<file path="src/rtl/async_fifo1_wr_arbiter.sv">
// Round-robin write-port arbiter sharing one async_fifo1 write port between NREQ valid/ready requesters.
// Optional ARB_BURST_EN macro locks each grant for up to BURST_LEN words.
module async_fifo1_wr_arbiter #(
  parameter int DSIZE     = 8,
  parameter int NREQ      = 4,
  parameter int BURST_LEN = 4,
  localparam int GW       = (NREQ > 1) ? $clog2(NREQ) : 1
) (
  input  logic                  wclk,
  input  logic                  wrst_n,
  input  logic [NREQ-1:0]       req_valid,
  input  logic [NREQ*DSIZE-1:0] req_data,
  output logic [NREQ-1:0]       req_ready,
  input  logic                  wfull,
  output logic                  winc,
  output logic [DSIZE-1:0]      wdata,
  output logic [GW-1:0]         grant_id,
  output logic                  busy
);

  typedef enum logic {IDLE, GRANT} state_e;

  state_e          state_q;
  logic [GW-1:0]   ptr_q;
  logic [GW-1:0]   grant_id_q;
`ifdef ARB_BURST_EN
  logic [7:0]      burst_cnt_q;
`endif

  logic            srch_found;
  logic [GW-1:0]   srch_win;
  logic            found;
  logic [GW-1:0]   win;
  logic            xfer;

  function automatic logic [GW-1:0] inc_mod(input logic [GW-1:0] i);
    if (int'(i) == NREQ - 1) return '0;
    return i + 1'b1;
  endfunction

  // NOTE: every always_comb output gets a default first so no path can infer a latch.
  always_comb begin
    srch_found = 1'b0;
    srch_win   = '0;
    for (int k = 0; k < NREQ; k++) begin
      if (!srch_found && req_valid[(int'(ptr_q) + k) % NREQ]) begin
        srch_found = 1'b1;
        srch_win   = GW'((int'(ptr_q) + k) % NREQ);
      end
    end
  end

  // A nonzero burst count means the grant is locked to grant_id_q.
  always_comb begin
    found = srch_found;
    win   = srch_win;
`ifdef ARB_BURST_EN
    if (burst_cnt_q != 8'd0) begin
      found = req_valid[grant_id_q];
      win   = grant_id_q;
    end
`endif
  end

  // Reset gates the combinational handshake so nothing is written or acknowledged during reset.
  assign xfer      = wrst_n & found & ~wfull;
  assign winc      = xfer;
  assign req_ready = xfer ? (NREQ'(1) << win) : '0;
  assign wdata     = req_data[win*DSIZE +: DSIZE];
  assign grant_id  = grant_id_q;
  assign busy      = (state_q == GRANT);

  // NOTE: sequential state uses non-blocking assignments only, so all registers update together.
  always_ff @(posedge wclk or negedge wrst_n) begin
    if (!wrst_n) begin
      state_q     <= IDLE;
      ptr_q       <= '0;
      grant_id_q  <= '0;
`ifdef ARB_BURST_EN
      burst_cnt_q <= 8'd0;
`endif
    end else if (!wfull) begin
      if (xfer) grant_id_q <= win;

      case (state_q)
        IDLE:    if (xfer) state_q <= GRANT;
        GRANT:   if (req_valid == '0) state_q <= IDLE;
        default: state_q <= IDLE;
      endcase

`ifdef ARB_BURST_EN
      if (burst_cnt_q != 8'd0 && !req_valid[grant_id_q]) begin
        burst_cnt_q <= 8'd0;
        ptr_q       <= inc_mod(grant_id_q);
      end else if (xfer) begin
        if ((burst_cnt_q + 8'd1) == 8'(BURST_LEN)) begin
          burst_cnt_q <= 8'd0;
          ptr_q       <= inc_mod(win);
        end else begin
          burst_cnt_q <= burst_cnt_q + 8'd1;
        end
      end
`else
      if (xfer) ptr_q <= inc_mod(win);
`endif
    end
  end

endmodule

</file>
<file path="config.mk">
export PLATFORM = sky130hd
export DESIGN_NAME = async_fifo1_wr_arbiter
export DESIGN_NICKNAME = d
export VERILOG_FILES = /design/src/rtl/async_fifo1_wr_arbiter.sv
export SDC_FILE = /design/constraint.sdc
export NUM_CORES = 1
export LEC_CHECK = 0
export BUFFER_PORTS_ARGS = -buffer_cell sky130_fd_sc_hd__buf_2
export CELL_PAD_IN_SITES_DETAIL_PLACEMENT = 0
export CELL_PAD_IN_SITES_GLOBAL_PLACEMENT = 1
export CORE_ASPECT_RATIO = 0.9
export CORE_MARGIN = 2
export CORE_UTILIZATION = 26
export CTS_CLUSTER_DIAMETER = 100
export DETAILED_ROUTE_END_ITERATION = 16
export PLACE_DENSITY_LB_ADDON = 0.1
export SLEW_MARGIN = 20
export SYNTH_ARGS = -nofsm -noshare
export SYNTH_HDL_FRONTEND = slang
export SYNTH_SLANG_ARGS = --single-unit
</file>
<file path="constraint.sdc">
create_clock -name wclk -period 5.25 [get_ports wclk]
set_clock_uncertainty 0.05 [all_clocks]
set_input_delay 1.05 -clock wclk [delete_from_list [all_inputs] [get_ports wclk]]
set_output_delay 1.05 -clock wclk [all_outputs]
set_load 0.01 [all_outputs]
</file>
==> impl_metrics.toml <==
[status]
outcome = "finished clean"

[clock_network]
cts_setup_buffers = 0
cts.sinks = 5
cts_tree = "built"
cts.clk_slew.worst_paths_ns = 0.04
clk_path_buf_depth = 2
post_cts_resized = 0
cts_buffers = 3
h-tree-depth = 1
holdBufCountCts = 0
clockRootBuffer = "clkbuf_4"
clkLatencyLatePin_ns = 0.24

[job]
maxCapViolCount = 0

[critical_path]
cp-start-kind = "primary input"
crit_top_cell = "buf_2"
cp.arrival_ns = 2.66
critPathSlowestCell = "nand3_1"
max_stage_delay_ns = 0.49
path_max_fanout = 12
cp.required_ns = 4.15
cpLargestDelayFamily = "simple AND/OR/NAND/NOR gates"
critPathCaptureType = "output port"
critical_path.cell_chain = "buf_2 > nand2b_1 > nand2_1 > a21oi_1 > nand3_1 > inv_1 > ha_1 > and3_1 > buf_2"
r2r-start = "ptr_q[1]$_DFFE_PN0P_"
r2r-end = "ptr_q[1]$_DFFE_PN0P_"
path_buf_inv = 3
r2r_slack_ns = 3.06
crit_type = "primary input to output port"
r2r_cells = 6

[timing]
grt_setup_unrepaired = "no"
worst_pin_slew_ns = 0.6568
final_hold_viol_count = 0
setup_viol = 0
min_period_ns = 3.757
max_slew_margin_pct = 56.09
fin_crit_sh_pct = 71.57
clock.fmax_ghz = 0.2661
drv_slew = 0
final.setup.tns_ns = 0

[grt]
grt_pass1_wl_mm = 2.497
grt_max_degree = 13
antenna_found_initial = 0
first_global_vias = 603
overflow = 0
track_usage_pct = 12.88

[place]
gp_congestion = 0.8047
dp.cells = 145
dp_hpwl_mm = 1.375
port_buffers = 54

[logic_synthesis]
syn-num-nets = 106
synthXorXnorAreaFrac_pct = 0
syn_area_um2 = 596.8
synth_top_family_by_area = "multiplexers"
synth-compound-area-share_pct = 10.06
synth-simple-area-share_pct = 17.19
yosysSeqAreaShare_pct = 20.96
ys_warn_count = 0
syn_inst = 66
synth-edff-count = 0
async_flop_share_pct = 100.0
ys_seq_elements = 5
yosysUniqueCellTypes = 22
postSynthAreaPerCell_um2 = 9.043
synthAdderAreaFrac_pct = 2.096
synth-main-ff-cell = "dfrtp_1"
muxShareOfSynthArea_pct = 43.82

[die]
start_util_pct = 27.35
die_w_um = 54.50
die_h_um = 49.45
num_rows = 16
boundaryPins = 55
floorplan.die_area_um2 = 2695
coreArea_um2 = 2182

[hold_path]
hold_depth = 1
whs_endpoint = "busy$_DFFE_PN0N_"
worstHoldStart = "busy$_DFFE_PN0N_"
min-delay-path-class = "flop to flop"

[route]
num_vias = 701
wirelength_mm = 1.678
first_iter_violations = 6
final_antenna_net_count = 0
drc = 0
vias_per_cell = 4.705
firstDrtPassIters = 4
wl_per_cell_um = 11.26

[pwr]
clkPwrFrac_pct = 13.5
p_comb_share_pct = 66.0
vdd_drop_max_uv = 162.6
p_seq_share_pct = 20.5
netSwitchingPower_uw = 140.8
power_density_nw_per_um2 = 360.0
switching_share_pct = 43.10
power.leakage_uw = 0.0005302
p_int_uw = 185.8

[cells_and_area]
area_growth_pct = 51.99
final_cells = 149
final_nets = 163
drive_gt1_share_pct = 50.00
diodes = 0
power by group through the flow:
stage | sequential (uW) | combinational [uW] | clock [uW]
6_report | 67.0 | 215 | 44.1
5_1_grt | 70.9 | 238 | 51.4
4_1_cts | 66.7 | 220 | 46.1
3_5_place_dp | 67.1 | 219 | 0
3_3_place_gp | 67.4 | 219 | 0
2_1_floorplan | 66.6 | 158 | 0
sequential cells by signal (all words and copies together), names as in the netlist:
| signal | cells |
|---|---|
| grant_id | 2 |
| ptr_q | 2 |
| busy | 1 |
Yosys cell counts (2+ instances only):
cell type	n	share of area, %
nor2_1	4	2.5
nand2b_1	2	2.1
dfrtp_1	5	21
and3_1	2	2.1
nor3_1	2	1.7
a21oi_1	3	2.5
inv_1	2	1.3
mux2i_1	25	42
nand2_1	7	4.4
buf_6	2	3.8
area by class of cell:
type	instances	area, um2
clock buffer	4	26.28
fill	242	1275
inverter	2	7.507
multi-input combinational	56	436.7
sequential	5	125.1
tap	27	33.78
timing repair buffer	55	277.8
how the worst max path moves through the flow:
| stage | slack, ns | cells past startpoint | end | start |
|---|---|---|---|---|
| 5_1_grt | 1.29 | 9 | req_ready[3] | req_valid[3] |
| 3_3_place_gp | 1.51 | 9 | req_ready[3] | req_valid[3] |
| 2_1_floorplan | 2.18 | 6 | req_ready[2] | req_valid[3] |
| 4_1_cts | 1.45 | 9 | req_ready[3] | req_valid[3] |
| 6_report | 1.49 | 9 | req_ready[3] | req_valid[3] |
| 3_5_place_dp | 1.47 | 9 | req_ready[3] | req_valid[3] |
routing by layer:
layer / share of wire [%] / GRT usage [%] / wire length [um]
met1: 40 / 13.62 / 666
met2: 53 / 22.89 / 889
met3: 6.3 / 1.818 / 105
met4: 1.0 / 7.917 / 17
met5: 0 / 0 / 0
placed cells by master, fill, tap and decap left out, drive strengths merged:
master and instances:
a22o 1, nor2b 1, o31ai 1, mux2 1
a21oi 3, nand4b 1, nor2 5, nand2 7
buf 55, nor3 2, clkbuf 4, nand3 1
mux2i 25, inv 2, and3 2, nand2b 2
o22a 1, dfrtp 5, ha 1, o2bb2ai 1
o21ai 1
through the flow:
step	power [uW]	instance area, um2	hold slack, ns	worst slack (ns)	utilization [%]
detailed placement	285.8	880.8	0.4253	1.474	40.37
CTS	332.6	907.1	0.4368	1.454	41.57
finish	326.6	907.1	0.4302	1.493	41.57
global route	360.0	907.1	0.4622	1.285	41.57
global placement	286.1	880.8	0.4192	1.509	40.37
floorplan	225.0	596.8	0.4662	2.182	-
cells by family (layout without fill, tap and decap cells):
| family | Yosys count | in the layout |
|---|---|---|
| flops | 5 | 5 |
| simple gates | 21 | 21 |
| compound gates | 8 | 8 |
| fa+ha+maj | 1 | 1 |
| buf+inv | 5 | 61 |
| mux | 26 | 26 |
(Power assumes the default switching activity.)
